==> src/rtl/instruction_fetch_unit_pkg.sv <==
// Shared definitions for the instruction fetch unit: FSM states, NOP encoding, fault codes.
package instruction_fetch_unit_pkg;

    typedef enum logic [1:0] {
        S_IDLE    = 2'd0,
        S_REQ     = 2'd1,
        S_HOLD    = 2'd2,
        S_DISCARD = 2'd3
    } fetch_state_t;

    localparam logic [31:0] LEGV8_NOP = 32'hD503201F;

    localparam logic [1:0] FC_NONE     = 2'b00;
    localparam logic [1:0] FC_MISALIGN = 2'b01;
    localparam logic [1:0] FC_TIMEOUT  = 2'b10;

endpackage

==> src/rtl/instruction_fetch_unit_timeout.sv <==
// Saturating wait counter for an outstanding memory request; flags the last allowed cycle.
module fetch_timeout_counter #(
    parameter int TIMEOUT = 16
) (
    input  logic clock,
    input  logic reset,
    input  logic clear,
    input  logic en,
    output logic expired
);

    localparam int CW = (TIMEOUT > 2) ? $clog2(TIMEOUT) : 1;
    localparam logic [CW-1:0] LAST = CW'(TIMEOUT - 1);

    logic [CW-1:0] count;

    assign expired = (count == LAST);

    // Count cycles spent waiting; hold at the last value instead of wrapping.
    always_ff @(posedge clock) begin
        if (reset || clear) begin
            count <= '0;
        end else if (en && !expired) begin
            count <= count + 1'b1;
        end
    end

endmodule

==> src/rtl/instruction_fetch_unit.sv <==
// Instruction fetch: reads one instruction per PC over a req/ack memory port and hands it
// to decode with valid/ready. Misaligned PCs and memory timeouts yield a faulting NOP.
module instruction_fetch_unit
    import instruction_fetch_unit_pkg::*;
#(
    parameter int ADDR_W  = 64,
    parameter int INSTR_W = 32,
    parameter int TIMEOUT = 16
) (
    input  logic               clock,
    input  logic               reset,
    input  logic [ADDR_W-1:0]  pc_in,
    input  logic               fetch_en,
    input  logic               flush,
    output logic               imem_req,
    output logic [ADDR_W-1:0]  imem_addr,
    input  logic               imem_ack,
    input  logic [INSTR_W-1:0] imem_rdata,
    output logic [INSTR_W-1:0] instr,
    output logic [ADDR_W-1:0]  instr_pc,
    output logic               instr_valid,
    input  logic               instr_ready,
    output logic               instr_fault,
    output logic [1:0]         fault_code,
    output logic               pc_advance
);

    fetch_state_t state;
    logic [ADDR_W-1:0] fetch_addr;
    logic cnt_clear;
    logic expired;

    // A new aligned fetch starts a fresh wait window.
    assign cnt_clear = (state == S_IDLE) && fetch_en && !flush && (pc_in[1:0] == 2'b00);

    fetch_timeout_counter #(.TIMEOUT(TIMEOUT)) u_timeout (
        .clock   (clock),
        .reset   (reset),
        .clear   (cnt_clear),
        .en      (imem_req),
        .expired (expired)
    );

    assign imem_addr  = fetch_addr;
    // PC may only move when decode takes the instruction and no redirect is in flight.
    assign pc_advance = instr_valid && instr_ready && !flush;

    // Fetch FSM with registered request and instruction outputs.
    always_ff @(posedge clock) begin
        if (reset) begin
            state       <= S_IDLE;
            fetch_addr  <= '0;
            imem_req    <= 1'b0;
            instr       <= '0;
            instr_pc    <= '0;
            instr_valid <= 1'b0;
            instr_fault <= 1'b0;
            fault_code  <= FC_NONE;
        end else begin
            case (state)
                S_IDLE: begin
                    if (fetch_en && !flush) begin
                        fetch_addr <= pc_in;
                        if (pc_in[1:0] != 2'b00) begin
                            // Misaligned: skip memory entirely and present a faulting NOP.
                            state       <= S_HOLD;
                            instr       <= INSTR_W'(LEGV8_NOP);
                            instr_pc    <= pc_in;
                            instr_valid <= 1'b1;
                            instr_fault <= 1'b1;
                            fault_code  <= FC_MISALIGN;
                        end else begin
                            state    <= S_REQ;
                            imem_req <= 1'b1;
                        end
                    end
                end
                S_REQ: begin
                    if (imem_ack) begin
                        imem_req <= 1'b0;
                        if (!flush) begin
                            state       <= S_HOLD;
                            instr       <= imem_rdata;
                            instr_pc    <= fetch_addr;
                            instr_valid <= 1'b1;
                            instr_fault <= 1'b0;
                            fault_code  <= FC_NONE;
                        end else begin
                            state <= S_IDLE;
                        end
                    end else if (flush) begin
                        // Request cannot be retracted; keep it up until the memory answers.
                        state <= S_DISCARD;
                    end else if (expired) begin
                        state       <= S_HOLD;
                        imem_req    <= 1'b0;
                        instr       <= INSTR_W'(LEGV8_NOP);
                        instr_pc    <= fetch_addr;
                        instr_valid <= 1'b1;
                        instr_fault <= 1'b1;
                        fault_code  <= FC_TIMEOUT;
                    end
                end
                S_HOLD: begin
                    // Flush wins over ready; either way the instruction leaves.
                    if (flush || instr_ready) begin
                        state       <= S_IDLE;
                        instr_valid <= 1'b0;
                    end
                end
                S_DISCARD: begin
                    if (imem_ack || expired) begin
                        state    <= S_IDLE;
                        imem_req <= 1'b0;
                    end
                end
                default: begin
                    state    <= S_IDLE;
                    imem_req <= 1'b0;
                end
            endcase
        end
    end

endmodule
==> config.mk <==
export PLATFORM = sky130hd
export DESIGN_NAME = instruction_fetch_unit
export DESIGN_NICKNAME = d
export VERILOG_FILES = /design/src/rtl/instruction_fetch_unit_pkg.sv /design/src/rtl/instruction_fetch_unit_timeout.sv /design/src/rtl/instruction_fetch_unit.sv
export SDC_FILE = /design/constraint.sdc
export NUM_CORES = 1
export LEC_CHECK = 0
export CAP_MARGIN = 20
export CORE_ASPECT_RATIO = 2
export CORE_MARGIN = 1
export CORE_UTILIZATION = 43
export DETAILED_ROUTE_END_ITERATION = 12
export PLACE_DENSITY = 0.8
export SKIP_CTS_REPAIR_TIMING = 1
export SYNTH_ARGS = -nofsm -noshare
export SYNTH_HDL_FRONTEND = slang
export SYNTH_SLANG_ARGS = --single-unit
==> constraint.sdc <==
create_clock -name clock -period 2.98 [get_ports clock]
set_clock_uncertainty 0.15 [all_clocks]
set_input_delay 0.596 -clock clock [delete_from_list [all_inputs] [get_ports clock]]
set_output_delay 0.596 -clock clock [all_outputs]
set_load 0.05 [all_outputs]
After elaboration in Yosys (flattened, before gate mapping) --
Cells that the tools add are included. W data, S select, Z words.
Storage, ports and cells: flip-flop bits (word level) 171, input port bits 102, word-level logic and storage cells 93
Operators by class: $add $sub $neg 1, equality and inequality tests 13, multiplexer cells 47, reduce and logical (&&, ||, !) cells 23
Operators with widths (count):
- $mux W64 | 6
- $mux W32 | 6
- $pmux W64 S2 | 1
- $pmux W32 S2 | 1
- $mux W2 | 13
- $mux W1 | 15
- $reduce_and A6 Y1 | 2
- $ne A2 B2 Y1 const B | 4
- $pmux W2 S4 | 1
- $logic_and A1 B1 Y1 | 7
- $ne A3 B3 Y1 const B | 2
- $pmux W1 S3 | 2
- $reduce_bool A3 Y1 | 2
- $reduce_and A5 Y1 | 1
- $add A4 B1 Y4 const B | 1
- $eq A2 B2 Y1 const B | 2
- $eq A4 B4 Y1 const B | 1
- $logic_not A2 Y1 | 2
- $ne A2 B1 Y1 const B | 2
- $ne A4 B4 Y1 const B | 1
- $pmux W2 S2 | 1
- $reduce_and A4 Y1 | 1
- $reduce_bool A2 Y1 | 2
- $logic_or A1 B1 Y1 | 3
- other kinds (4) | 5

Depth between registers and ports, before layout --
Gate-level depths: netlist of run 1.
word-level depth 5, mapped depth 8, gate-level depth less buffers 5

By module --
Synthesis of run 1 repeated with hierarchy kept, for this count alone.
Second synthesis, totals: cell total of the unflattened synthesis 738, area, all modules 6572.6 sq um
Modules (own cells, without submodules):
- instruction_fetch_unit | times used 1, cells each 716, area each 6361.1 sq um
- fetch_timeout_counter | times used 1, cells each 22, area each 211.5 sq um

Least setup slack after synthesis of run 1 --
OpenSTA, ideal clock, no wires.
path type input to register, start point in flush, end point reg instr[15], setup time 117 ps, data arrival time 1935 ps, data required time 2713 ps, path slack 779 ps, cell stages on the path 5, cell sequence or4b_4 -> o32ai_4 -> nor2_4 -> buf_2 -> a22o_1
Between the ends: cells in the longest elaborated chain, start to end 4, elaborated cells on any way between the ends 5
RTL lines:
- from (decl) | line instruction_fetch_unit.sv:14 | input logic flush,
- $logic_not A1 Y1
- $logic_and A1 B1 Y1 | line instruction_fetch_unit.sv:62 | if (fetch_en && !flush) begin
- $ne A2 B1 Y1 (no source line)
- $reduce_and A5 Y1 (no source line) (*)
- to (signal assigned) | line instruction_fetch_unit.sv:67 | instr <= INSTR_W'(LEGV8_NOP);
- to (signal assigned) | line instruction_fetch_unit.sv:83 | instr <= imem_rdata;
- to (signal assigned) | line instruction_fetch_unit.sv:97 | instr <= INSTR_W'(LEGV8_NOP);
- to (decl) | line instruction_fetch_unit.sv:19 | output logic [INSTR_W-1:0] instr,
Mark *: on every way between the ends. The rest lies on a longest branch, timed or not. A chain may end at the register's enable or synchronous reset.

Final worst setup path of run 1 --
start point reg imem_req, end point out imem_req
RTL lines:
- from (decl) | line instruction_fetch_unit.sv:15 | output logic imem_req,
- from (signal assigned) | line instruction_fetch_unit.sv:53 | imem_req <= 1'b0;
- from (signal assigned) | line instruction_fetch_unit.sv:74 | imem_req <= 1'b1;
- from (signal assigned) | line instruction_fetch_unit.sv:80 | imem_req <= 1'b0;
No word-level cell between the ends.

==> metrics, run 1 <==
Pins Over Slew Limit=0; port bufs=267; DR pass1 iterations=4; clock latency on the worst-skew pair=approximately 0.43 ns; VDD IR max=0.0004494 V; critical path peak fanout=7; Inserted Diodes=0; Finished Core Util=0.6622; Max Clk Rate=between 400 and 500 MHz; fin crit share=0.8363; worst r2r dst=instr_pc[14]; slew margin rel.=0.4694; final setup vio count=0; syn_area_per_cell=about 9.1 um2; Buf/Inv on CP=1; total negative slack=0 ns; drt via density=just over 5; Root Buffer=clkbuf_16; number of max-cap violations=0; hold wc startpoint=imem_addr[47]; Netlist cell types=41; worst path arrival time=1.75 ns; status=completed; Setup crit start kind=register; DRT Wirelength=19290 um; Worst R2R Start=state[0]; Initial DRC Count=222; placed cells=1153; flop2flop setup slack=~0.66 ns; Post-Synthesis Cells=734; largest net degree at the start of global routing=96; vias in the first global route=approximately 5800; Tmin final=roughly 2.5 ns; GRT Util Overall=0.2378; placer's final routability congestion estimate=0.8328; initial core utilization=0.4380; worst min-delay path class=reg -> reg; WP depth=1; RSZ-0062 raised after global routing=no; Antenna Nets Post-Route=0; die height=around 180 um; cell row count=64; Final Hold Vio Count=0; Worst path max stage delay=0.86 ns; Critical-path top delay cell=clkdlybuf4s50_1; worst-path cell chain=clkdlybuf4s50_1; fraction of layout instances using a drive strength above 1=0.06079; via count=6098; Clk pin slew, worst setup/hold paths=0.06 ns; Wirelength per Cell=~16 um; gr ovfl total=0; first-pass GRT wire length=roughly 30000 um; nets=between 1000 and 1500; Die X=90.03 um; core area=15210 um2; worst endpoint required time=~2.2 ns; Top FF cell, synth=dfxtp_1; WHS Path Cells=2; Finished Layout Cells=1185; Synth async-reset ratio=0; post-synthesis register bit count=171; CTS tree=yes; initial antenna violation count=0; Post-Synthesis Cell Area=6664 um2; Seq/Total Area, Yosys=0.5137; DRC errors left=0; maximum buffer depth of the clock tree=2; Syn Nets=837; htree depth=4; Ys Warns=0; WS Path Type=reg -> out; Tightest Pin Transition=0.7959 ns; P&R area growth vs syn=51.18%; crit-path leading delay family=buffers and inverters; Post-synth EDFFs=0; Die Area=16030 um2; CP Capture Type=output pin; Post-DP HPWL=13480 um; IO Pins=268; Worst Reg2Reg Path Length in Cells=6; Leak=3.990 nW; pwr dens=~620 nW/um2; worst hold path endpoint=imem_addr[47]; CTS Sinks=171; CTS buffer count=17
-- layer usage --
metal,track usage,wire length (um)
met5,0,0
met4,0.1391,910
met3,0.05413,963
met2,0.4202,9953
met1,0.2590,7460
-- Yosys cell counts, types with 2 or more instances --
| cell type | count | share of area |
|---|---|---|
| a211oi_1 | 64 | 0.072 |
| o31ai_1 | 2 | 0.0023 |
| nand2b_1 | 3 | 0.0028 |
| clkbuf_1 | 36 | 0.020 |
| a31oi_1 | 4 | 0.0038 |
| nor3_1 | 11 | 0.0083 |
| buf_6 | 10 | 0.017 |
| a21oi_1 | 69 | 0.052 |
| xor2_1 | 2 | 0.0026 |
| mux2i_1 | 64 | 0.096 |
| nor2_1 | 96 | 0.054 |
| a22o_1 | 19 | 0.025 |
| buf_2 | 13 | 0.0098 |
| nor3_2 | 5 | 0.0075 |
| dfxtp_1 | 171 | 0.51 |
| nand2_1 | 132 | 0.074 |
| inv_1 | 3 | 0.0017 |
| o21ai_0 | 4 | 0.0030 |
| buf_4 | 2 | 0.0023 |
| nand3_1 | 3 | 0.0023 |
-- flip-flops by register name, indices dropped and copies added, names as in the netlist --
signal	cells
imem_req	1
imem_addr	64
fault_code	2
instr_valid	1
u_timeout.count	4
instr_fault	1
instr	32
instr_pc	64
state	2
-- power breakdown --
group	internal [W]	switching [W]	leakage [nW]
logic	0.000513	0.000868	2.29
registers	0.00243	0.0000887	1.40
clock network	0.00136	0.000965	0.300
total	0.00430	0.00192	3.99
-- tightest hold or removal path: cells and delay by family (launching register included) --
kind,cells,cell delay [ns]
DFF,1,0.32
and+or+nand+nor,1,0.05
AOI/OAI and AO/OA,1,0.05
-- cell type report --
class,count,area (um2)
fillers,1226,5140
well taps,198,247.7
inverters,3,11.26
repair buffers,282,2855
clock buffers,18,439.2
clock inverters,14,182.7
flip-flops and latches,171,3423
multi-input cells,499,2915
-- kinds of logic after synthesis --
family / after synthesis / share of synthesized area
xor gates and xnor gates: 2 / 0.002629
buffers and inverters: 64 / 0.05088
and+or+nand+nor: 263 / 0.1654
muxes: 64 / 0.09613
DFF: 171 / 0.5137
AOI/OAI and AO/OA: 169 / 0.1694
adders and majority gates: 1 / 0.001877
-- how the worst max path moves through the flow --
stage                   from  slack (ns)           end
finish              imem_req        0.49      imem_req
CTS                 imem_req        0.48      imem_req
floorplan              flush        0.78     instr[15]
detailed placement  fetch_en        0.16  instr_pc[14]
global route        imem_req        0.44      imem_req
global placement    fetch_en        0.20  instr_pc[14]
-- layout by cell type (no fill, tap or decap), types with 5 or more instances in the layout --
| cell type | count |
|---|---|
| nor3_1 | 11 |
| mux2i_1 | 64 |
| a21oi_1 | 69 |
| nor2_1 | 96 |
| nor3_2 | 5 |
| inv_6 | 5 |
| a22o_1 | 19 |
| a211oi_1 | 64 |
| dfxtp_1 | 171 |
| clkbuf_16 | 17 |
| clkdlybuf4s50_1 | 265 |
| buf_4 | 11 |
| nand2_1 | 132 |
| buf_12 | 6 |
-- through the flow --
step	instance area (um2)	power (W)	hold WS [ns]	setup slack [ns]
floorplan	6664	0.003426	0.2988	0.7787
global placement	9453	0.003935	0.3035	0.2047
detailed placement	9453	0.003951	0.3119	0.1603
CTS	10070	0.006287	0.3217	0.4782
global route	10070	0.006456	0.3405	0.4416
finish	10070	0.006225	0.3192	0.4879
Power figures use the tool's default switching activity.
==> run 2, diff against run 1 <==
==> constraint.sdc (replaced) <==
create_clock -name clock -period 2.55 [get_ports clock]
set_clock_uncertainty 0.15 [all_clocks]
set_input_delay 0.51 -clock clock [delete_from_list [all_inputs] [get_ports clock]]
set_output_delay 0.51 -clock clock [all_outputs]
set_load 0.05 [all_outputs]
==> metrics, run 2 (same netlist as run 1, synthesis figures left out) <==
status=completed; Clk pin slew, worst setup/hold paths=0.06 ns (about the same); DRT Wirelength=19710 um (+2.2%); worst setup path start=imem_req; die height=178.1 um (unchanged); slew margin rel.=0.5043 (+0.03492); initial antenna violation count=0 (unchanged); crit-path leading delay family=buffers and inverters; worst endpoint required time=1.89 ns (-0.34 ns); cell row count=64 (unchanged); maximum buffer depth of the clock tree=2 (unchanged); first-pass GRT wire length=30830 um (+3.7%); worst path arrival time=1.72 ns (-0.03 ns); total negative slack=0 ns (unchanged); Inserted Diodes=0 (unchanged); flop2flop setup slack=0.39 ns (-0.27 ns); largest net degree at the start of global routing=87 (-9.4%); DR pass1 iterations=4 (unchanged); htree depth=4 (unchanged); final setup vio count=0 (unchanged); CP Capture Point=imem_req; nets=1089 (+1.1%); WS Path Type=reg -> out; most common cell after layout, fill and taps aside=clkdlybuf4s50_1; placer's final routability congestion estimate=0.8540 (+2.5%); critical path peak fanout=7 (unchanged); Tmin final=approximately 2.4 ns; RSZ-0062 raised after global routing=no; initial core utilization=0.4380 (unchanged); Worst R2R Start=state[0]; most frequent cells in the layout=clkdlybuf4s50_1 (264), dfxtp_1 (171), nand2_1 (132); worst r2r dst=instr_pc[13]; port bufs=267 (unchanged); Worst path max stage delay=0.85 ns (about the same); Leak=4.052 nW (+1.5%); Buf/Inv on CP=1 (unchanged); Final Hold Vio Count=0 (unchanged); CTS tree=yes; IO Pins=268 (unchanged); CTS buffer count=17 (unchanged); core area=15210 um2 (unchanged); placed cells=1165 (+1.0%); CTS Sinks=171 (unchanged); final instance area=10200 um2 (+1.2%); Tightest Pin Transition=0.7435 ns (-0.05238 ns); drt via density=5.176 (+0.59%); CP Capture Type=output pin; total power=0.007250 W (+16%); P&R area growth vs syn=53.02%; GRT Util Overall=0.2439 (+0.006027); Max Clk Rate=approximately 420 MHz; number of max-cap violations=0 (unchanged); VDD IR max=0.0004687 V (+4.3%); fraction of layout instances using a drive strength above 1=0.07114 (+0.01035); via count=6191 (+1.5%); Wirelength per Cell=16.48 um (+1.2%); Finished Layout Cells=1196 (+0.93%); Antenna Nets Post-Route=0 (unchanged); Critical-path top delay cell=clkdlybuf4s50_1; Die Area=16030 um2 (unchanged); Pins Over Slew Limit=0 (unchanged); Setup crit start kind=register; clock latency on the worst-skew pair=0.42 ns (about the same); worst min-delay path class=reg -> reg; vias in the first global route=5948 (+3.0%); Initial DRC Count=235 (+5.9%); Root Buffer=clkbuf_16; fin crit share=0.9326; Post-DP HPWL=13870 um (+2.9%); worst-path cell chain=clkdlybuf4s50_1; pwr dens=710.9 nW/um2 (+15%); Worst Reg2Reg Path Length in Cells=6 (unchanged); Cell Area, Placed=9590 um2 (+1.5%); WP depth=1 (unchanged); Die X=90.03 um (unchanged); gr ovfl total=0 (unchanged); DRC errors left=0 (unchanged)
## run 2: cell count changes in the layout (fill, tap and decap cells not counted), sizes merged
cell           previous run  this run
clkinvlp                  2         4
clkbuf                   18        19
clkdlybuf4s50           265       264
inv                       9         6
clkinv                    3         2
buf                      17        30
## run 2: worst min-delay path by stage
stage / from / to / cells past startpoint
5_1_grt: imem_addr[4] / imem_addr[4] / 2
3_3_place_gp: imem_addr[35] / imem_addr[35] / 2
3_5_place_dp: fault_code[0] / fault_code[0] / 2
4_1_cts: reset / fault_code[1] / 2
6_report: imem_addr[3] / imem_addr[3] / 2
2_1_floorplan: u_timeout.count[1] / u_timeout.count[1] / 2
## run 2: layout make-up
type	count	area [um2]
flip-flops and latches	171	3423
repair buffers	294	2993
fillers	1197	5017
clock buffers	19	442.9
clock inverters	12	163.9
multi-input cells	499	2915
well taps	198	247.7
inverters	3	11.26
## run 2: metal layers
layer	track usage	wire, um	up-vias
met3	0.06522	1112	56
met1	0.2609	7558	2873
met2	0.4294	10070	202
met5	0	0	-
met4	0.1418	972	0
li1	-	-	3060
## run 2: power by group
group          switching [W]  total, W  internal [W]
sequential          0.000102   0.00294       0.00284
combinational        0.00103   0.00165      0.000626
clock                0.00108   0.00265       0.00157
total                0.00221   0.00725       0.00504
## run 2: through the flow
| step | util | setup slack [ns] | hold slack, ns |
|---|---|---|---|
| finish | 0.6702 | 0.1719 | 0.3193 |
| global route | 0.6702 | 0.1189 | 0.3370 |
| CTS | 0.6702 | 0.1645 | 0.3175 |
| detailed placement | 0.6303 | -0.08113 | 0.3069 |
| global placement | 0.6303 | -0.01607 | 0.3043 |
| floorplan | - | 0.4347 | 0.2988 |
